$ cat config.mk
export PLATFORM = sky130hd
export DESIGN_NAME = clk_div_multi
export DESIGN_NICKNAME = d
export VERILOG_FILES = /design/src/rtl/clk_div_pkg.sv /design/src/rtl/clk_div_chan.sv /design/src/rtl/clk_div_multi.sv
export SDC_FILE = /design/constraint.sdc
export NUM_CORES = 2
export LEC_CHECK = 0
export ABC_AREA = 1
export BUFFER_PORTS_ARGS = -buffer_cell sky130_fd_sc_hd__buf_2
export CAP_MARGIN = 40
export CORE_UTILIZATION = 37
export CTS_BUF_LIST = sky130_fd_sc_hd__clkbuf_4
export DETAILED_ROUTE_END_ITERATION = 8
export PLACE_DENSITY = 0.66
export SLEW_MARGIN = 20
export SYNTH_ARGS = -nofsm -noshare
export SYNTH_HDL_FRONTEND = slang
export SYNTH_HIERARCHICAL = 1
export SYNTH_SLANG_ARGS = --single-unit
$ cat constraint.sdc
create_clock -name clk -period 6.01 [get_ports clk]
set_clock_uncertainty 0.2 [all_clocks]
set_input_delay 0.601 -clock clk [delete_from_list [all_inputs] [get_ports clk]]
set_output_delay 0.601 -clock clk [all_outputs]
set_load 0.01 [all_outputs]
$ cat src/rtl/clk_div_pkg.sv
// Shared constants and the per-channel configuration record for the multi-channel clock divider.
package clk_div_pkg;

  localparam int NCH_DEF = 4;
  localparam int W_DEF   = 28;
  localparam int W_MAX   = 32;

  // Fields are sized for the widest legal counter; narrower channels zero-extend
  // into them, so the unused upper bits stay constant and fold away.
  typedef struct packed {
    logic [W_MAX-1:0] period;
    logic [W_MAX-1:0] high;
  } chan_cfg_t;

  function automatic chan_cfg_t make_cfg(input logic [W_MAX-1:0] period,
                                         input logic [W_MAX-1:0] high);
    chan_cfg_t c;
    c.period = period;
    c.high   = high;
    return c;
  endfunction

endpackage

$ cat src/rtl/clk_div_chan.sv
// One divider channel: counter, active/pending configuration, tick and duty-shaped output.
// Optional macro CLK_DIV_SYNC_EN adds a sync input that restarts the channel at cnt=0.
module clk_div_chan
  import clk_div_pkg::*;
#(
  parameter int W = W_DEF
) (
  input  logic         clk,
  input  logic         rst,
  input  logic         en,
  input  logic         load,
`ifdef CLK_DIV_SYNC_EN
  input  logic         sync,
`endif
  input  logic [W-1:0] period,
  input  logic [W-1:0] high,
  output logic         tick,
  output logic         out_clk,
  output logic         pend
);

  logic [W-1:0] cnt;
  logic [W-1:0] cnt_next;
  chan_cfg_t    act_q;
  chan_cfg_t    act_next;
  chan_cfg_t    pnd_q;
  chan_cfg_t    pnd_next;
  chan_cfg_t    load_cfg;
  logic         pend_next;
  logic         wrap;
  logic         bypass;
  logic         apply_pnd;
  logic         sync_hit;
  logic         tick_next;
  logic         out_clk_next;

`ifdef CLK_DIV_SYNC_EN
  assign sync_hit = sync;
`else
  assign sync_hit = 1'b0;
`endif

  // load is a one-cycle strobe with no back-pressure: whatever is on period/high
  // in that cycle is taken, and a later strobe before application replaces it.
  always_comb begin
    load_cfg     = make_cfg(W_MAX'(period), W_MAX'(high));
    act_next     = act_q;
    pnd_next     = pnd_q;
    pend_next    = pend;
    cnt_next     = cnt + W'(1);
    wrap         = en && (W_MAX'(cnt) == act_q.period);
    bypass       = load && wrap && !sync_hit;
    apply_pnd    = pend && (wrap || !en || sync_hit);

    if (bypass) begin
      act_next  = load_cfg;
      pend_next = 1'b0;
    end else begin
      if (apply_pnd) begin
        act_next  = pnd_q;
        pend_next = 1'b0;
      end
      if (load) begin
        pnd_next  = load_cfg;
        pend_next = 1'b1;
      end
    end

    if (!en || sync_hit || wrap) begin
      cnt_next = '0;
    end

    // Duty compare uses the configuration that owns the upcoming cycle, so a new
    // period starts cleanly with its own high time.
    tick_next    = wrap && !sync_hit;
    out_clk_next = en && (W_MAX'(cnt_next) < act_next.high);
  end

  always_ff @(posedge clk or posedge rst) begin
    if (rst) begin
      cnt     <= '0;
      act_q   <= '0;
      pnd_q   <= '0;
      pend    <= 1'b0;
      tick    <= 1'b0;
      out_clk <= 1'b0;
    end else begin
      cnt     <= cnt_next;
      act_q   <= act_next;
      pnd_q   <= pnd_next;
      pend    <= pend_next;
      tick    <= tick_next;
      out_clk <= out_clk_next;
    end
  end

endmodule

$ cat src/rtl/clk_div_multi.sv
// NCH independent programmable dividers; this level only slices the buses per channel.
// Optional macro CLK_DIV_SYNC_EN adds a global sync input shared by all channels.
module clk_div_multi
  import clk_div_pkg::*;
#(
  parameter int NCH = NCH_DEF,
  parameter int W   = W_DEF
) (
  input  logic             clk,
  input  logic             rst,
`ifdef CLK_DIV_SYNC_EN
  input  logic             sync,
`endif
  input  logic [NCH-1:0]   en,
  input  logic [NCH*W-1:0] period,
  input  logic [NCH*W-1:0] high,
  input  logic [NCH-1:0]   load,
  output logic [NCH-1:0]   tick,
  output logic [NCH-1:0]   out_clk,
  output logic [NCH-1:0]   pend
);

  for (genvar i = 0; i < NCH; i++) begin : g_chan
    clk_div_chan #(
      .W(W)
    ) u_chan (
      .clk    (clk),
      .rst    (rst),
      .en     (en[i]),
      .load   (load[i]),
`ifdef CLK_DIV_SYNC_EN
      .sync   (sync),
`endif
      .period (period[i*W +: W]),
      .high   (high[i*W +: W]),
      .tick   (tick[i]),
      .out_clk(out_clk[i]),
      .pend   (pend[i])
    );
  end

endmodule

======== After elaboration in Yosys (flattened, before gate mapping) ========
Cells that the tools add are included.
storage, ports and cells
  output and inout bits ................... 12
  word-level logic and storage cells ...... 108
  input bits .............................. 234
  register bits after elaboration ......... 604
cells by class
  add/sub/neg operators ................... 4
  equal/unequal tests ..................... 4
  $lt $le $gt $ge ......................... 4
  bitwise operators ....................... 4
  reductions and logical operators ........ 36
  mux-type cells .......................... 24
operator list
  cell                                                              number
  64-bit 2-to-1 mux                                                 8
  28-bit by 32-bit equality test with 1-bit output                  4
  28-bit by 32-bit < comparator with 1-bit output                   4
  28-bit by 1-bit adder with 28-bit output (second input constant)  4
  28-bit 2-to-1 mux                                                 4
  1-bit logical AND                                                 16
  1-bit 2-to-1 mux                                                  12
  3-bit nonzero test                                                4
  2-bit AND reduction                                               4
  2-bit nonzero test                                                4
  1-bit logical NOT                                                 4
  1-bit logical OR                                                  4
  1-bit NOT                                                         4

======== Longest topological paths before layout ========
  depth after elaboration ................. 8
  mapped depth ............................ 26
  depth with buffers taken out ............ 25

======== Cells and area by module ========
The synthesis kept the hierarchy.
by module, submodules not included
  module                                area each (um^2)  sequential area each (um^2)  instances  cells each
  clk_div_chan at g_chan[0].u_chan ...  7,505.9           3,678.5                      3          905
  clk_div_chan at g_chan[2].u_chan      7,576.0           3,678.5                      1          911

======== Least setup slack after synthesis ========
No wires, ideal clock.
  kind .................................... register to register
  start ................................... reg g_chan[0].u_chan.cnt[0]
  end ..................................... reg g_chan[0].u_chan.out_clk
  required time ........................... 5,733 ps
  slack ................................... 2,910 ps
  setup time .............................. 77 ps
  cell stages (with the launch flop) ...... 22
  clock period less this slack ............ 3,100 ps
  data arrival time ....................... 2,823 ps
  path buffers ............................ 0
  cells stage by stage .................... dfrtp_1 -> ha_1 -> nand2_1 -> nor2_2 -> nand2_2 -> nor3_2 -> nand3_2 -> nor2_1 -> nand3_1 -> nor3_2 -> nand3_2 -> nor2_4 -> nand4_2 -> nor2_1 -> nand2_1 -> a21oi_1 -> ha_1 -> nand2_1 -> o21ai_0 -> o21ai_0 -> nand3_1 -> a21oi_1
on the way
  elaborated cells between the ends (all ways) .. 11
  classes of those cells .................. add/sub (1); order compare (1); eq/ne (1); mux (3); reduce/logical (5)
RTL lines
  element                                                                                           RTL line            RTL
  from (decl)                                                                                       clk_div_chan.sv:22  logic [W-1:0] cnt;
  from (signal assigned)                                                                            clk_div_chan.sv:88  cnt <= cnt_next;
  parallel branches: the longest is 3 deep, another holds 28-bit by 1-bit adder with 28-bit output  -
  28-bit 2-to-1 mux *                                                                               clk_div_chan.sv:69  if (!en || sync_hit || wrap) begin
  named net g_chan[0].u_chan.cnt_next[26]                                                           clk_div_chan.sv:23  logic [W-1:0] cnt_next;
  28-bit by 32-bit < comparator with 1-bit output *                                                 clk_div_chan.sv:76  out_clk_next = en && (W_MAX'(cnt_next) < act_next.high);
  1-bit logical AND *                                                                               clk_div_chan.sv:76
  named net g_chan[0].u_chan.out_clk_next                                                           clk_div_chan.sv:35  logic out_clk_next;
  to (signal assigned)                                                                              clk_div_chan.sv:93  out_clk <= out_clk_next;
  to (decl)                                                                                         clk_div_chan.sv:18  output logic out_clk,
Mark *: on every way through the listed nets, which the timed path passes. The select of a mux whose other input is x is not followed.
A chain may end at the register's enable or synchronous reset.

==> impl_metrics.py <==
metrics = {
    "cts": {
        "cts-root-buf": "clkbuf_4",
        "cts-htree-levels": 4,
        "cts_resized": 0,
        "clock_latency_ns": 1.06,
        "cts_tree": "built",
        "cts.sinks": 588,
        "clk_pin_slew_worst_paths_ns": 0.06,
        "cts-buffers-inserted": 167,
        "max-clock-path-buffers": 3,
        "cts_setup_buffers": 0,
    },
    "drt": {
        "drt_iter0_drc": 1524,
        "vias": 26100,
        "ant_nets": 0,
        "routedWlPerCell_um": 15.0,
        "drt-total-wl_um": 80800,
        "viasPerCell": 4.86,
        "remaining_drc_errors": 0,
        "drt-pass1-iter-count": 5,
    },
    "power": {
        "p_sw_frac": 0.283,
        "p_sw_mw": 2.77,
        "leakage_nw": 18.3,
        "seqPwrFrac": 0.462,
        "p_int_mw": 7.01,
        "clockPowerShare": 0.390,
        "pwr-share-comb": 0.147,
        "cellPowerDensity_mw_per_mm2": 262,
        "max-vdd-ir-drop_v": 0.000147,
    },
    "run": {
        "drv_cap": 0,
    },
    "grt": {
        "globalRoute.totalOverflow": 0,
        "grt_pass1_wl_um": 132000,
        "grt_pass1_vias": 26000,
        "track_usage": 0.199,
        "antenna_found_initial": 2,
        "grt_max_degree": 90,
    },
    "critical_path": {
        "crit_arrival_ns": 5.08,
        "r2r-start": "g_chan[2].u_chan/cnt[18]",
        "crit_path_start_kind": "flop",
        "crit_fanout": 36,
        "critical_path_class": "reg2reg",
        "critPathCaptureType": "flop",
        "required_ns": 6.79,
        "critPathLaunch": "g_chan[2].u_chan/cnt[18]",
    },
    "run_status": {
        "status": "finished clean",
    },
    "sta": {
        "drv_slew": 0,
        "period_share": 0.716,
        "tns_ns": 0,
        "hold_viol_final": 0,
        "grt_setup_unrepaired": "false",
        "slew-limit-headroom": 0.465,
        "tightestPinTransition_ns": 0.801,
        "setup_viol_count_final": 0,
        "max_clock_freq_mhz": 232,
        "post-route-min-period_ns": 4.30,
    },
    "yosys": {
        "ys_seq_area_frac": 0.489,
        "synth.distinct_cells": 40,
        "synth-seq-cells": 588,
        "syn_avg_cell_area_sq_um": 8.30,
        "synth_warnings": 6,
        "synth_cells": 3626,
        "synth_fp_nets": 3972,
        "syn_area_sq_mm": 0.0301,
    },
    "floorplan": {
        "core_area_sq_mm": 0.0805,
        "rows": 104,
        "die_area_sq_mm": 0.0825,
        "ios": 246,
        "fp.dieH_um": 287,
        "initial_core_util": 0.374,
        "die_w_um": 287,
    },
    "final_layout": {
        "finalNetCount": 4529,
        "utilization": 0.463,
        "drive_above_1_share": 0.169,
        "synthToLayoutAreaGrowth_pct": 23.9,
        "multi_input_area_sq_mm": 0.0125,
        "nFillCells": 7841,
        "seq_area_sq_mm": 0.0147,
    },
    "placed_design": {
        "hpwl_um": 54700,
        "io_buffers": 245,
        "place_congestion": 0.860,
    },
    "hold_path": {
        "hp-class": "in2reg",
        "hp-start": "high[110]",
    },
}
what timing repair did:
action	CTS	global route
hold endpoints to repair	865	25
endpoints found under the setup margin	0	0
hold buffers	259	1
power groups by stage:
stage	Sequential, mW	Clock (mW)	Combinational (mW)
global route	4.56	4.18	1.65
global placement	4.58	0	1.26
detailed placement	4.58	0	1.30
floorplan	4.53	0	0.911
finish	4.52	3.82	1.44
CTS	4.52	3.97	1.44
flip-flops by register name (all words and copies together), names as in the netlist:
signal,cells
g_chan.u_chan/act_q,240
g_chan.u_chan/pnd_q,224
g_chan.u_chan/cnt,112
g_chan.u_chan/out_clk,4
g_chan.u_chan/pend,4
g_chan.u_chan/tick,4
worst paths after layout:
check | end | slack (ns) | cells past startpoint
max | g_chan[2].u_chan/out_clk | 1.71 | 20
min | g_chan[3].u_chan/pnd_q[26] | 0.16 | 4
min reg2reg | g_chan[3].u_chan/pnd_q[13] | 0.28 | 2
min in group asynchronous | g_chan[2].u_chan/pnd_q[50] | 0.50 | 4
max reg2reg | g_chan[2].u_chan/out_clk | 1.71 | 20
max in group asynchronous | g_chan[3].u_chan/act_q[28] | 3.02 | 7
placed cells by master, fill, tap and decap left out, drive strengths merged:
cell type and count:
dlygate4sd3 260, nand4 20, o221ai 97, clkbuf 252, dfrtp 588, o21a 6, clkinv 30, o211ai 127
and2 4, a211oi 9, or2 111, o21bai 4, nor4 3, xor2 4, nor2 217, nand3 203
buf 282, ha 112, nand2 773, o21ai 383, bufinv 4, a41oi 4, xnor2 12, inv 628
a31oi 4, a21oi 106, o221a 7, nor3 55, diode 10
layout make-up:
class / count / share of cell area
sequential: 588 / 0.395
multi-input combinational: 2261 / 0.334
timing repair buffer: 542 / 0.114
inverter: 623 / 0.0633
clock buffer: 252 / 0.0507
tap: 1060 / 0.0356
clock inverter: 39 / 0.00691
antenna: 10 / 0.000671
metal layers:
layer / track usage / wire length, um
met1: 0.263 / 37400
met2: 0.317 / 37700
met4: 0.0789 / 2080
met3: 0.0415 / 3570
met5: 0 / 0
per-stage QoR:
| stage | instances | hold slack [ns] | setup slack (ns) | instance area (sq um) | power [mW] |
|---|---|---|---|---|---|
| finish | 5375 | 0.161 | 1.71 | 37300 | 9.78 |
| global route | 5374 | 0.0548 | 1.25 | 37300 | 10.4 |
| CTS | 5359 | 0.00324 | 1.54 | 37100 | 9.93 |
| detailed placement | 4809 | 0.266 | 1.73 | 32400 | 5.88 |
| global placement | 4806 | 0.260 | 1.91 | 32300 | 5.85 |
| floorplan | 3626 | 0.245 | 1.26 | 30100 | 5.44 |
critical path, stage by stage (launching register included):
cell	delay [ns]
dfrtp_1	0.46
inv_1	0.09
nand2_1	0.06
nand2_1	0.06
nor2_1	0.12
nand2_1	0.07
nor2_1	0.11
nand2_1	0.11
o21bai_4	0.36
nand2_2	0.44
inv_2	0.67
o211ai_1	0.15
o21ai_0	0.14
inv_1	0.08
ha_1	0.29
a21oi_1	0.13
nor2_1	0.05
a211oi_1	0.20
o221a_2	0.22
nand2_1	0.05
a21oi_1	0.12
cells in the mapped netlist:
cell	n	area (sq um)
nand2_1	749	2810
inv_1	604	2270
dfrtp_1	588	14700
o21ai_0	338	1690
nand3_1	183	916
nor2_1	178	668
o211ai_1	127	953
ha_1	112	1400
a21oi_1	106	531
clkbuf_1	105	394
o221ai_1	97	850
or2_0	68	425
nor3_1	45	225
o21ai_1	45	225
or2_2	39	244
buf_2	37	185
nor2_2	27	169
nand2_2	21	131
nand3_2	20	200
inv_2	19	71.3
nand4_1	14	87.6
buf_1	12	45.0
nor2_4	12	135
xnor2_1	12	105
nor3_2	10	100
a211oi_1	9	67.6
o221a_2	7	78.8
o21a_1	6	45.0
a31oi_1	4	25.0
a41oi_1	4	35.0
and2_1	4	25.0
nand4_2	4	50.1
or2_1	4	25.0
xor2_1	4	35.0
nand2_4	3	33.8
o21bai_2	3	33.8
nand4_4	2	42.5
nor4_2	2	25.0
nor4_1	1	6.26
o21bai_4	1	18.8
cell families (layout without fill, tap and decap cells):
family          count (synthesis)  after routing  share of synthesized area
fa+ha+maj                     112            112                     0.0466
compound gates                747            747                      0.151
simple gates                 1386           1386                      0.210
buf+inv                       777           1456                     0.0985
flops                         588            588                      0.489
xor+xnor                       16             16                    0.00466
other cells                     0             10                          0
No activity file was read; power rests on OpenSTA's default activity.
